`config.mk`:
```
export PLATFORM = sky130hd
export DESIGN_NAME = rf_wb_arbiter
export DESIGN_NICKNAME = d
export VERILOG_FILES = /design/src/rtl/rf_wb_arbiter.sv
export SDC_FILE = /design/constraint.sdc
export NUM_CORES = 1
export LEC_CHECK = 0
export BUFFER_PORTS_ARGS = -buffer_cell sky130_fd_sc_hd__buf_2
export CAP_MARGIN = 0
export CORE_MARGIN = 5
export CORE_UTILIZATION = 35
export DETAILED_ROUTE_END_ITERATION = 6
export PLACE_DENSITY_LB_ADDON = 0.3
export SYNTH_ARGS = -nofsm -noshare
export SYNTH_HDL_FRONTEND = slang
export SYNTH_SLANG_ARGS = --single-unit
```
`constraint.sdc`:
```
create_clock -name clk -period 7.1 [get_ports clk]
set_clock_uncertainty 0.15 [all_clocks]
set_input_delay 2.13 -clock clk [delete_from_list [all_inputs] [get_ports clk]]
set_output_delay 2.13 -clock clk [all_outputs]
set_load 0.02 [all_outputs]
```
`src/rtl/rf_wb_arbiter.sv`:
```
// Register-file writeback arbiter: the in-order pipe has priority, long-latency results queue up,
// and a starvation guard forces the queue head out. Optional direct lu path: RF_WB_LU_BYPASS_EN.
module rf_wb_arbiter #(
  parameter int REG_WIDTH  = 32,
  parameter int LQ_DEPTH   = 4,
  parameter int STARVE_MAX = 8
) (
  input  logic                            clk,
  input  logic                            reset_n,
  input  logic                            pipe_valid,
  output logic                            pipe_ready,
  input  logic [4:0]                      pipe_rd,
  input  logic [REG_WIDTH-1:0]            pipe_data,
  input  logic                            lu_valid,
  output logic                            lu_ready,
  input  logic [4:0]                      lu_rd,
  input  logic [REG_WIDTH-1:0]            lu_data,
  output logic [4:0]                      rd,
  output logic [REG_WIDTH-1:0]            rd_din,
  output logic                            reg_write,
  output logic [$clog2(LQ_DEPTH+1)-1:0]   pending_cnt
);

  localparam int PW = $clog2(LQ_DEPTH);
  localparam int CW = $clog2(LQ_DEPTH + 1);
  localparam int SW = $clog2(STARVE_MAX + 1);

  function automatic logic [SW-1:0] starve_sat_inc(input logic [SW-1:0] cur);
    return (cur == SW'(STARVE_MAX)) ? cur : cur + SW'(1);
  endfunction

  logic [4:0]           lq_rd   [LQ_DEPTH];
  logic [REG_WIDTH-1:0] lq_data [LQ_DEPTH];
  logic [PW-1:0]        head_p0, tail_p0;
  logic [CW-1:0]        count_p0;
  logic [SW-1:0]        starve_p0;

  logic                 q_empty_p0, force_p0, pipe_eff_p0, lu_hs_p0;
  logic                 grant_pipe_p0, grant_q_p0, enq_p0, bypass_p0;

  logic                 vld_p1;
  logic [4:0]           rd_p1;
  logic [REG_WIDTH-1:0] data_p1;

  // Stage p0: grant decision from registered queue state
  assign q_empty_p0    = (count_p0 == '0);
  assign force_p0      = (starve_p0 == SW'(STARVE_MAX)) && !q_empty_p0;
  assign pipe_eff_p0   = pipe_valid && (pipe_rd != 5'd0);
  assign grant_pipe_p0 = pipe_eff_p0 && !force_p0;
  assign grant_q_p0    = !q_empty_p0 && (force_p0 || !pipe_eff_p0);
  assign pipe_ready    = !force_p0;
  assign lu_ready      = (count_p0 != CW'(LQ_DEPTH));
  assign lu_hs_p0      = lu_valid && lu_ready && (lu_rd != 5'd0);

`ifdef RF_WB_LU_BYPASS_EN
  assign bypass_p0 = q_empty_p0 && !grant_pipe_p0 && lu_hs_p0;
`else
  assign bypass_p0 = 1'b0;
`endif

  assign enq_p0 = lu_hs_p0 && !bypass_p0;

  always_ff @(posedge clk) begin
    if (enq_p0) begin
      lq_rd[tail_p0]   <= lu_rd;
      lq_data[tail_p0] <= lu_data;
    end
  end

  always_ff @(posedge clk or negedge reset_n) begin
    if (!reset_n) begin
      head_p0   <= '0;
      tail_p0   <= '0;
      count_p0  <= '0;
      starve_p0 <= '0;
    end else begin
      if (enq_p0)
        tail_p0 <= tail_p0 + PW'(1);
      if (grant_q_p0)
        head_p0 <= head_p0 + PW'(1);
      case ({enq_p0, grant_q_p0})
        2'b10:   count_p0 <= count_p0 + CW'(1);
        2'b01:   count_p0 <= count_p0 - CW'(1);
        default: count_p0 <= count_p0;
      endcase
      if (q_empty_p0 || grant_q_p0)
        starve_p0 <= '0;
      else
        starve_p0 <= starve_sat_inc(starve_p0);
    end
  end

  // Stage p1: registered write port, rd/rd_din hold when idle
  always_ff @(posedge clk or negedge reset_n) begin
    if (!reset_n) begin
      vld_p1  <= 1'b0;
      rd_p1   <= '0;
      data_p1 <= '0;
    end else if (grant_pipe_p0) begin
      vld_p1  <= 1'b1;
      rd_p1   <= pipe_rd;
      data_p1 <= pipe_data;
    end else if (grant_q_p0) begin
      vld_p1  <= 1'b1;
      rd_p1   <= lq_rd[head_p0];
      data_p1 <= lq_data[head_p0];
    end else if (bypass_p0) begin
      vld_p1  <= 1'b1;
      rd_p1   <= lu_rd;
      data_p1 <= lu_data;
    end else begin
      vld_p1  <= 1'b0;
    end
  end

  assign reg_write   = vld_p1;
  assign rd          = rd_p1;
  assign rd_din      = data_p1;
  assign pending_cnt = count_p0;

endmodule
```
== After elaboration in Yosys (flattened, before gate mapping) ==
Memories as Yosys holds them, arrays and structs flattened.
Cells that the tools add are included.

* Memories: 2
* Bits in writable memories: 148
* Bits in registers: 49
* Bits of input ports: 78
* Logic and storage cells: 46
* Output and inout port bits: 43

* Add/sub/neg operators: 5
* Reductions and logical operators: 16
* Multiplexer cells: 11
* Eq/ne operators: 5

{| class="wikitable"
|+ Memories
! name !! depth !! bits a word !! rd ports !! clocked after memory_dff !! wr ports !! line !! source
|-
| lq_data || 4 || 32 || 1 || 0 || 1 || 33 || <nowiki>logic [REG_WIDTH-1:0] lq_data [LQ_DEPTH];</nowiki>
|-
| lq_rd || 4 || 5 || 1 || 0 || 1 || 32 || <nowiki>logic [4:0] lq_rd [LQ_DEPTH];</nowiki>
|}

{| class="wikitable"
|+ Operator list
! operator !! number
|-
| $mux 32 || 2
|-
| $mux 5 || 2
|-
| $reduce_bool 5->1 || 2
|-
| $mux 4 || 2
|-
| $logic_and 1x1->1 || 6
|-
| $pmux 3 s2 || 1
|-
| $add 2x1->2 const B || 2
|-
| $add 4x1->4 const B || 1
|-
| $eq 4x4->1 const B || 1
|-
| $mux 1 || 4
|-
| $reduce_bool 2->1 || 2
|-
| $add 3x1->3 const B || 1
|-
| $logic_not 1->1 || 3
|-
| $logic_not 3->1 || 1
|-
| $ne 3x3->1 const B || 1
|-
| $sub 3x1->3 const B || 1
|-
| $eq 2x1->1 const B || 1
|-
| $eq 2x2->1 const B || 1
|-
| $logic_or 1x1->1 || 2
|-
| $ne 2x1->1 const B || 1
|}

== Logic depth before layout (Yosys ltp) ==
Gate-level depths: netlist of the first run.

* Depth in word-level cells: 7
* Gate-level depth with buffers: 13

== Least setup slack after synthesis of the first run ==
No wires, ideal clock.

* Path kind: in2reg
* From: in pipe_rd[0]
* To: reg count_p0[2], in the netlist pending_cnt[2]
* Arrival time: 4094 ps
* Data required time: 6870 ps
* Setup time: 80 ps
* Stages on the path: 11
* Path slack: 2776 ps
* Cells stage by stage: or4_1 > nor2_1 > buf_4 > o21ai_0 > inv_1 > ha_1 > inv_1 > fa_1 > xor2_1 > nor2_1 > xor2_1

* Longest elaborated chain between the ends: 7
* Elaborated cells between the ends (all ways): 9

{| class="wikitable"
|+ Ends and longest elaborated chain
! item !! line !! source
|-
| start, declared || 12 || <nowiki>input logic [4:0] pipe_rd,</nowiki>
|-
| $reduce_bool 5->1 * || 48 || <nowiki>assign pipe_eff_p0 = pipe_valid && (pipe_rd != 5'd0);</nowiki>
|-
| $logic_and 1x1->1 * || 48 ||
|-
| $logic_not 1->1 * || 50 || <nowiki>assign grant_q_p0 = !q_empty_p0 && (force_p0 || !pipe_eff_p0);</nowiki>
|-
| $logic_or 1x1->1 * || 50 ||
|-
| $logic_and 1x1->1 * || 50 ||
|-
| named net grant_q_p0 || 39 || <nowiki>logic grant_pipe_p0, grant_q_p0, enq_p0, bypass_p0;</nowiki>
|-
| $eq 2x1->1 / $eq 2x2->1 (equally long branches) || 81 || <nowiki>case ({enq_p0, grant_q_p0})</nowiki>
|-
| $pmux 3 s2 / $reduce_bool 2->1 (equally long branches) || n/a ||
|-
| end signal, assigned || 82 || <nowiki>2'b10: count_p0 <= count_p0 + CW'(1);</nowiki>
|-
| end signal, assigned || 83 || <nowiki>2'b01: count_p0 <= count_p0 - CW'(1);</nowiki>
|-
| end signal, assigned || 84 || <nowiki>default: count_p0 <= count_p0;</nowiki>
|-
| end, declared || 35 || <nowiki>logic [CW-1:0] count_p0;</nowiki>
|}

Mark *: on every way through the listed nets, which the timed path passes. The rest lies on a longest branch.
A chain may end at the register's enable or synchronous reset.

== Worst setup path after layout of the first run ==
Same ends and word-level chain as after synthesis.

==> impl_summary.md, run 1 <==
Hold path
The launch point of the worst hold path is starve_p0[0]. The worst hold path terminates at starve_p0[0]. The worst hold path belongs to the class reg -> reg. The instance count along the most critical hold path is 1.

Synthesis
The async set-reset flop share out of synthesis is 0.2487. By count the netlist is led by 148 x edfxtp_1, 73 x nand2_1, 49 x dfrtp_1, 38 x nor3_1, 37 x mux4_2. The commonest register cell after synthesis is edfxtp_1.

The library cell with the largest summed area after synthesis is edfxtp_1. The instance count of the mapped netlist is 462. After synthesis the cells add up to 0.007727 mm². In this run, synthesis produced a sequential element count of 197. The Yosys step of the flow raised 0 warnings. The most repeated cell in the gate-level netlist after synthesis is edfxtp_1. The number of distinct standard cells referenced by the synthesized netlist is 30. The sequential fraction of the synthesis area is 0.7338. By area the synthesized netlist is led by edfxtp_1 58%, dfrtp_1 16%, mux4_2 11%.

The net count after synthesis is 548. Counting flops with a built-in enable in the synthesized netlist gives 148. The average size of a mapped cell is 16.73 µm². Of the post-synthesis cell area, the dominant cell type holds 0.5751.

CTS
The number of sinks driven by the clock tree is 197. For this design, the CTS-stage hold fixing added 0 buffers. The clock latency on the worst-skew pair is 0.43 ns. The clock tree from TritonCTS is yes.

The maximum buffer depth of the clock tree is 2. In this run the post-CTS setup repair buffer count came out at 0. The total number of H-tree levels is 4. The total of cells resized after clock tree synthesis is 0.

Buffers inserted during clock tree synthesis total 17. After clock tree synthesis, the clock-pin slew on the worst setup and hold paths is 0.07 ns. The library cell used as clock root buffer is clkbuf_16.

Critical path
The arrival time at the worst endpoint is 4.68 ns. STA classifies the critical path startpoint as a primary input. For this run, the slowest stage of the critical path takes 0.58 ns. STA puts the critical path data required time at 7.31 ns. The worst setup path is captured at a flop.

The type of the worst setup path is in -> reg. The slowest stage of the critical path belongs to the cell or4_1. The length in cells of the worst reg-to-reg path is 9. The endpoint identified for the worst register-to-register timing path is pending_cnt[2]. The critical path goes through buf_2 -> or4_1 -> nor2_4 -> buf_4 -> o21ai_0 -> inv_1 -> ha_1 -> inv_1 -> fa_1 -> xor2_1 -> nor2_1 -> xor2_1.

The launch instance of the worst register-to-register path is pending_cnt[0]. The maximum fanout along the worst path is 39. The worst reg-to-reg setup slack is 4.17 ns.

Timing
Headroom to the max-slew limit came out at 0.2835. The clock period minus worst slack is 4.472 ns. Dividing the final minimum period by the clock period gives 0.6299. The setup TNS is 0 ns. The transition time at the pin with the least slew margin is 1.075 ns. The smallest setup slack after layout is 2.628 ns.

Setup violations remaining at the end of the flow were counted as 0. Setup repair after global routing left no endpoint under its margin. The count of final hold-check violations is 0. Based on the critical path, the design can be clocked at up to 0.2236 GHz.

The number of slew-limit violations in the final report came to 0.

Pwr
The power density over cell area is 402.7 mW/mm². The leakage dissipation is 3.375 nW. The design draws 0.003695 W. The maximum vdd drop is 0.1612 mV.

Placed design
Timing analysis after detailed placement gives a worst setup slack of 2.148 ns. The count of buffers inserted at the top-level ports is 120. The wire-length estimate of the detail-placed layout is 10.58 mm. The global placement routability congestion is 0.7197. The number of placed instances with taps included is 838.

Global route
Entering global routing, the biggest net connects 50 pins. The number of antenna violations at the first check in global routing is 6. Global routing finished with a remaining overflow of 0. The total routing resource utilization after global routing is 0.1427. The first global-routing pass estimated 26.54 mm of wire.

The via count of the first global-routing pass was 4,801.

Route
The routed via count is 4,377. The remaining number of nets flagged by the antenna check after routing is 0. The average wire per standard cell is 19.74 µm. The routed design has 17.18 mm of wire. Using the TritonRoute via totals, the vias-per-cell ratio works out to 5.031.

The violation count after the first detailed-route iteration is 233. The total iterations of the first detailed-routing run is 5. For this run, design rule violations remaining after detail routing come to 0.

Floorplan
The floorplan row count is 54. The total area inside the core boundary comes to 0.02176 mm². The horizontal extent of the die is 158.6 µm. From bottom edge to top edge, the die measures 158.6 µm. The area enclosed by the die boundary is 0.02515 mm². The initial utilization of the core area, before any placement, comes to 0.3552. Pin placement for this block handled 121 I/O pins.

Layout
The count of cells in the finished layout, fillers not included, comes to 870. The multi-input logic area is 0.001903 mm². The antenna cell count is 0. The growth of design area from synthesis to finish is 18.73%. The layout has 1,964 filler cells. The share of the core filled with cells is 0.4217. The number of nets in the finished design is 663. The fraction of final layout cells with drive strength greater than 1 is 0.3441. Summing all flip-flop and latch instances after layout gives 0.005673 mm².

Run
The tool flagged a number of max-cap violations equal to 0.

Status
The run finished with clean final reports.
[sequential cells by signal, indices dropped and copies added, names as in the netlist]
register,cells
lq_rd,20
starve_p0,4
lq_data,128
rd,5
tail_p0,2
rd_din,32
reg_write,1
head_p0,2
pending_cnt,3
[power by group]
group | total, W | internal, W | switching, W
sequential | 0.00169 | 0.00154 | 0.000149
combinational | 0.00108 | 0.000450 | 0.000630
clock | 0.000923 | 0.000514 | 0.000409
total | 0.00369 | 0.00251 | 0.00119
[through the flow]
| stage | hold slack (ns) | area, µm² |
|---|---|---|
| after floorplan | 0.3153 | 7727 |
| after global placement | 0.3312 | 8606 |
| after detailed placement | 0.3609 | 8606 |
| after CTS | 0.3699 | 9175 |
| after global routing | 0.3886 | 9175 |
| final | 0.3673 | 9175 |
[critical path, delay by kind of cell]
kind            cells  cell delay, ns
buf+inv             4            0.70
xor+xnor            2            0.29
fa+ha+maj           2            0.56
compound gates      1            0.21
simple gates        3            0.79
[how the worst max path moves through the flow]
stage	start	end	slack, ns	cells after the start
after CTS	pipe_rd[0]	pending_cnt[2]	2.61	12
after detailed placement	pipe_rd[0]	pending_cnt[2]	2.15	12
after floorplan	pipe_rd[0]	pending_cnt[2]	2.78	11
final	pipe_rd[0]	pending_cnt[2]	2.63	12
after global placement	pipe_rd[0]	pending_cnt[2]	2.24	12
after global routing	pipe_rd[0]	pending_cnt[2]	2.46	12
[cell usage in the layout, fill, tap and decap left out, types with 2 or more instances in the layout]
cell type	synthesis	routed
a31oi_1	35	35
dfrtp_2	0	2
clkbuf_16	0	18
or4_1	2	2
clkinv_2	0	4
nand2_1	73	73
clkinvlp_4	0	2
o22ai_1	2	2
inv_1	11	11
and2_2	0	4
o21ai_0	2	2
inv_6	0	2
mux4_2	37	37
edfxtp_1	148	148
nor3_1	38	38
dfrtp_1	49	47
xor2_1	3	3
clkbuf_1	12	2
buf_4	7	5
buf_2	9	120
nor2_1	3	2
xnor2_1	5	5
ha_1	7	7
mux2i_1	2	2
nand3_1	2	2
[routing by layer]
metal / share of wire / GRT usage / up-vias
li1: - / - / 1998
met1: 0.39 / 0.1637 / 2238
met2: 0.52 / 0.2488 / 105
met3: 0.072 / 0.05382 / 24
met4: 0.011 / 0.04305 / 12
met5: 0.0037 / 0 / -
[logic make-up (layout without fill, tap and decap cells)]
kind of cell    Yosys count  count (layout)  synth area share
compound gates           42              42           0.03449
xor+xnor                  8               8          0.009068
fa+ha+maj                 8               8           0.01392
buf+inv                  40             168           0.02429
flops                   197             197            0.7338
mux                      40              40            0.1119
simple gates            127             127           0.07254
[final cells by class]
| class | instances | area share |
|---|---|---|
| inverters | 11 | 0.004500 |
| clock buffers | 21 | 0.05141 |
| flip-flops and latches | 197 | 0.6183 |
| clock inverters | 11 | 0.01064 |
| multi-input cells | 225 | 0.2074 |
| well taps | 280 | 0.03818 |
| repair buffers | 125 | 0.06955 |
Power figures use the tool's default switching activity.
==> run 2: changes to the inputs <==
==> constraint.sdc (replaced) <==
create_clock -name clk -period 3.9 [get_ports clk]
set_clock_uncertainty 0.15 [all_clocks]
set_input_delay 1.17 -clock clk [delete_from_list [all_inputs] [get_ports clk]]
set_output_delay 1.17 -clock clk [all_outputs]
set_load 0.02 [all_outputs]
==> run 2 against run 1 <==
Combinational power up 81%. Via count up 1.3%. Worst hold slack worse by 0.0056 ns. Wire length up 0.77%. Clock-buffer cell count down 2. Worst setup slack worse by 1.8 ns. Non-clock buffer count up 3. Clock power up 83%. Sequential cell count unchanged. Die area unchanged. Critical path depth down 8. Global-route usage up 0.11 points. Highest routed layer unchanged.
==> impl_summary.md, run 2 (same netlist as run 1, synthesis figures left out) <==
Pwr
IR analysis of the VDD net gives a maximum drop of 0.2548 mV. The power density over cell area is 736.1 mW/mm². The analysis attributes to cell leakage a power of 3.402 nW. The logic gate share of total power is 0.288. Of the total power, the share spent switching nets is 0.3230. The part of the total power dissipated in sequential elements is 0.463. The switching power of the nets is 0.002193 W. The clock share of power is 0.249. Internal power comes to 0.004596 W.

Global route
The overflow left after global routing is 0. The total routing resource utilization after global routing is 0.1438. For met2 alone, demand over resource in global routing was 0.2319. The pin count of the biggest net entering global routing is 41.

The number of antenna violations at the first check in global routing was 8. The global-route wire length before repair is 26.83 mm. The global-route met3 utilization is 0.05599. The layer with the highest usage after global routing is met2.

The via count of the first global-routing pass is 4,758. The met1 routing resource usage after global routing is 0.1767.

CTS
The total of cells resized after clock tree synthesis is 0. The clock transition at the registers of the reported paths is 0.07 ns. The number of buffers created by CTS is 17. The H-tree was split into 4 levels. The clock tree from TritonCTS is yes.

The tree is rooted in a clkbuf_16. The maximum buffer depth of the clock tree is 2. The hold buffer count at CTS is 0. The clock latency on the worst-skew pair is 0.43 ns. The clock net in this run drives a total of 197 sinks. The post-CTS setup repair buffer count is 0.

Placed design
The placed wire-length estimate after detailed placement is 10.89 mm. Input and output buffers added on the ports amount to 120. The number of placed instances with taps included is 841. The congestion estimate from routability-driven global placement came to 0.7594.

Route
Using the TritonRoute via totals, the vias-per-cell ratio works out to 5.067. The routed design has 17.31 mm of wire. After the first detailed-routing iteration, the DRC count stood at 220. The remaining number of nets flagged by the antenna check after routing is 0.

After detailed routing, the average wire length per cell comes to 19.78 µm. The routed layout has 4,434 vias. The number of DRC violations after detailed routing is 0. The total iterations of the first detailed-routing run is 4.

Timing
In the finished design, the share of the clock period the worst path needs comes to 0.7857. The worst pin sits at a relative slew slack of 0.2891. The count of final hold-check violations was 0. The smallest hold slack is 0.3617 ns. The clock period minus worst slack is 3.064 ns. Setup repair after global routing left no endpoint under its margin. Static timing analysis puts the maximum clock frequency at 0.3263 GHz. For the final routed database, the setup TNS stands at 0 ns. The number of slew-limit violations in the final report is 0. The transition time at the pin with the least slew margin is 1.066 ns. Setup violations remaining at the end of the flow were counted as 0.

Status
The run finished with clean final reports.

Floorplan
During I/O placement, the number of pins put on the boundary was 121. The vertical die dimension is 158.6 µm. The floorplan row count is 54. The initial core utilization is 0.3552. The die covers 0.02515 mm². The horizontal extent of the die is 158.6 µm. In this run the standard cell core region covers 0.02176 mm².

Layout
Of the cells placed in the final design, the portion with a size suffix greater than 1 is 0.3457. The sequential cells in the finished layout cover a total of 0.005673 mm². The multi-input logic area is 0.001903 mm². The library cell used most frequently in the layout, excluding fill and tap cells, is edfxtp_1.

The register with the most flip-flops in the layout has 128 of them. The library cells used most frequently in the layout, excluding fill and tap cells, are 148 x edfxtp_1, 120 x buf_2, 73 x nand2_1. The largest register by flop count is lq_data. Relative to the synthesized area, the layout overhead comes to 19.37%.

The count of cells in the finished layout, fillers not included, comes to 875. The net count of the finished layout is 666. The number of fill cells in the layout is 1,949.

Critical path
The type of the worst setup path is reg -> out. STA classifies the critical path startpoint as a flop. The maximum fanout along the worst path is 18. The worst setup path is captured at an output pin. The critical path data required time is 2.58 ns. The arrival time at the worst endpoint is 1.74 ns.

Run
The number of max-capacitance violations reported is 0.

Hold path
The tightest min-delay check is of the reg -> reg type.
run 2: final cells by class:
| class | instances | share of cell area |
|---|---|---|
| Clock buffer | 19 | 0.04693 |
| Antenna cell | 2 | 0.0005426 |
| Sequential cell | 197 | 0.6150 |
| Inverter | 11 | 0.004476 |
| Multi-Input combinational cell | 225 | 0.2063 |
| Clock inverter | 13 | 0.01438 |
| Timing Repair Buffer | 128 | 0.07434 |
| Tap cell | 280 | 0.03798 |
run 2: routing by layer:
layer	vias up	wire, µm
met5	-	69
met4	12	263
met3	27	1407
met2	114	8548
met1	2270	7022
li1	2011	-
run 2: per-stage QoR:
stage	total power (W)	setup slack [ns]	util	instance area [µm²]
after floorplan	0.004476	0.5362	-	7727
after global routing	0.007179	0.7055	0.4240	9224
after CTS	0.006899	0.7940	0.4237	9219
after global placement	0.005147	0.4880	0.3977	8653
final	0.006790	0.8357	0.4240	9224
after detailed placement	0.005208	0.4132	0.3977	8653
run 2: path summary, 6_finish.rpt:
kind / end / cells past startpoint / startpoint / slack, ns
min in group asynchronous: pending_cnt[1] / 1 / reset_n / 0.71
max in group asynchronous: rd_din[15] / 2 / reset_n / 2.16
worst max register to register: pending_cnt[1] / 8 / pending_cnt[1] / 1.19
worst max-delay path: pipe_ready / 4 / pending_cnt[0] / 0.84
worst min register to register: starve_p0[0] / 1 / starve_p0[0] / 0.36
worst min-delay path: starve_p0[0] / 1 / starve_p0[0] / 0.36
run 2: critical path, stage by stage, from the launching register on:
cell,delay (ns)
dfrtp_1,0.45
nor3_4,0.07
buf_4,0.21
or3_1,0.40
buf_2,0.18
run 2: power by group through the flow:
stage / Sequential (W) / Combinational (W) / Clock, W
after floorplan: 0.00322 / 0.00126 / 0
after global placement: 0.00318 / 0.00197 / 0
after detailed placement: 0.00321 / 0.00200 / 0
after CTS: 0.00316 / 0.00201 / 0.00173
after global routing: 0.00322 / 0.00214 / 0.00182
final: 0.00315 / 0.00195 / 0.00169
==> run 3: changes to the inputs <==
==> constraint.sdc (replaced) <==
create_clock -name clk -period 3.1 [get_ports clk]
set_clock_uncertainty 0.15 [all_clocks]
set_input_delay 0.93 -clock clk [delete_from_list [all_inputs] [get_ports clk]]
set_output_delay 0.93 -clock clk [all_outputs]
set_load 0.02 [all_outputs]
==> run 3 against run 2 <==
Global-route usage up 0.25 points. Worst hold slack worse by 0.015 ns. Die area unchanged. Non-clock buffer count up 18. Sequential power up 26%. Final cell count up 2.1%. Clock-buffer cell count up 1. Critical path type is now in -> reg. Wire length up 3.6%. Via count up 3.0%. Highest routed layer unchanged.
==> impl_summary.md, run 3 (same netlist as run 1, synthesis figures left out) <==
Status
The flow ran to the end, and the final reports show no timing, DRC or antenna violations.

CTS
After clock tree synthesis, the clock-pin slew on the worst setup and hold paths is 0.07 ns. The number of buffers created by CTS is 17. In this run, post-CTS hold repair placed 0 buffers.

The number of gates resized after CTS was 0. CTS placed an instance of clkbuf_16 at the clock tree root. Counting along the longest clock path gives a buffer depth of 2.

The total number of H-tree levels is 4. Buffers added to address setup during post-CTS repair amount to 0. The number of sinks driven by the clock tree is 197. The clock tree from TritonCTS is yes.

Clock latency on the worst-skew pair, taken at its later pin, is 0.42 ns.

Timing
The count of final hold-check violations is 0. Setup repair after global routing left no endpoint under its margin. The smallest setup slack after layout is 0.3557 ns.

Across all hold checks on the routed design, the worst slack comes to 0.3467 ns. The number of slew-limit violations in the final report is 0. Timing would allow up to 0.3644 GHz. The part of the cycle the worst path needs is 0.8852. The clock period minus worst slack is 2.744 ns. The worst slew margin relative to its limit is 0.4552. Setup violations remaining at the end of the flow were counted as 0. At the pin with the least slew margin, the transition time is 0.8172 ns.

Floorplan
The die covers 0.02515 mm². The die is 158.6 µm wide. The number of ports placed on the die boundary is 121. The placeable core area is 0.02176 mm². The floorplan row count is 54. The initial utilization of the core area, before any placement, comes to 0.3552. From bottom edge to top edge, the die measures 158.6 µm.

Critical path
The critical path's slowest cell is or4_1. The worst setup path is launched from a primary input. Along the worst path, the maximum fanout reaches 2. The signal on the critical path passes through buf_2 -> or4_1 -> nor2_4 -> o21ai_2 -> inv_1 -> ha_2 -> inv_1 -> fa_1 -> xor2_1 -> nor2_1 -> xor2_1. The type of the worst setup path is in -> reg. At the worst endpoint, the arrival time is 2.94 ns. The most critical setup path has its startpoint at pipe_rd[0]. The worst setup path is captured at a flop. At the worst endpoint, the required time is 3.30 ns. The critical path ends at pending_cnt[2]. The startpoint identified for the worst register-to-register timing path is starve_p0[0]. The length in cells of the worst reg-to-reg path is 12.

The largest single stage delay on the critical path is 0.57 ns. The worst register-to-register path has a setup slack of 0.70 ns. The worst register-to-register path ends at pending_cnt[2].

Route
In the final routed layout, each cell accounts on average for 20.09 µm. After detailed routing, the total wire length is 17.94 mm. The total iterations of the first detailed-routing run is 4. After detailed routing, the number of vias per cell comes to 5.114. Detailed routing inserted a total of 4,567 vias. The number of DRC violations after detailed routing is 0. The remaining number of nets flagged by the antenna check after routing is 0. The violation count after the first detailed-route iteration is 272.

Layout
After the flow finishes, the layout carries non-filler instances totaling 893. The leading cell type in the layout, fill and taps excluded is edfxtp_1. Relative to the synthesized area, the layout overhead comes to 22.05%. In the final layout, the share of cells above drive strength 1 is 0.3682.

In the layout the commonest cells are 148 x edfxtp_1, 120 x buf_2, 73 x nand2_1. The number of nets in the finished design is 684. The area taken by flip-flops and latches is 0.005675 mm².

The multi-input logic area is 0.001909 mm². The register with the most flip-flops in the final layout is lq_data. The register with the most flip-flops in the layout has 128 of them. The final design instance area without fill is 0.009432 mm². The layout has 1,968 filler cells.

Placed design
The area after detailed placement is 0.008860 mm². The placed wire-length estimate after detailed placement is 11.78 mm. The count of buffers added on input and output ports is 120.

The number of placed instances with taps included is 859. The global placement routability congestion is 0.7120. OpenSTA, run right after detailed placement, puts the worst setup slack at -0.05723 ns.

Pwr
Dividing total power by cell area gives a power density of 916.7 mW/mm². The overall power of the completed layout is 0.008646 W. The leakage dissipation is 3.500 nW. Across the VDD grid, the largest voltage drop is 0.3420 mV.

Global route
The number of antenna violations at the first check in global routing is 1. The overflow left after global routing is 0. For met2 alone, demand over resource in global routing was 0.2478. The global-route met3 utilization is 0.04376. The global-route wire length before repair is 27.44 mm. The via count of the first global-routing pass is 4,862.

The layer flagged by global routing as most heavily used is met2. The met1 routing resource usage after global routing is 0.1847. Entering global routing, the biggest net connects 41 pins. The total routing resource utilization after global routing is 0.1463.

Run
Max-cap violations in this run came to 0.

Hold path
The type of the tightest min-delay check is reg -> reg.
## run 3: worst min-delay path by stage
stage	depth (start not counted)	to	from	slack [ns]
after floorplan	1	starve_p0[0]	starve_p0[0]	0.32
after global placement	1	starve_p0[0]	starve_p0[0]	0.33
after detailed placement	1	starve_p0[0]	starve_p0[0]	0.34
after CTS	1	starve_p0[0]	starve_p0[0]	0.35
after global routing	1	rd[3]	reset_n	0.36
final	1	starve_p0[0]	starve_p0[0]	0.35
## run 3: routing by layer
metal / up-vias / part of all wire
met5: - / 0.00072
met4: 2 / 0.0085
met3: 17 / 0.062
met2: 115 / 0.50
met1: 2389 / 0.43
li1: 2044 / -
## run 3: stage by stage
step	util	TNS, ns
2_1_floorplan	-	0
3_3_place_gp	0.4072	-0.03061
3_5_place_dp	0.4072	-0.05723
4_1_cts	0.4333	0
5_1_grt	0.4333	0
6_report	0.4335	0
## run 3: final cells by class
type / instances / area share
Antenna cell: 2 / 0.0005306
Clock buffer: 20 / 0.04630
Clock inverter: 12 / 0.01380
Inverter: 11 / 0.004378
Multi-Input combinational cell: 225 / 0.2024
Sequential cell: 197 / 0.6018
Tap cell: 280 / 0.03715
Timing Repair Buffer: 146 / 0.09366
## run 3: where the power goes
| group | total, W | internal, W | leakage [nW] | switching [W] |
|---|---|---|---|---|
| sequential | 0.00396 | 0.00352 | 1.92 | 0.000439 |
| clock | 0.00212 | 0.00119 | 0.275 | 0.000932 |
| combinational | 0.00256 | 0.00116 | 1.30 | 0.00141 |
| total | 0.00865 | 0.00587 | 3.50 | 0.00278 |
## run 3: critical path: cells and delay by family
| kind | cells | cell delay, ns |
|---|---|---|
| XOR/XNOR | 2 | 0.31 |
| AND/OR/NAND/NOR | 3 | 0.87 |
| buffers and inverters | 3 | 0.22 |
| adder cells (fa/ha/maj) | 2 | 0.54 |
| AO/OA/AOI/OAI | 1 | 0.07 |
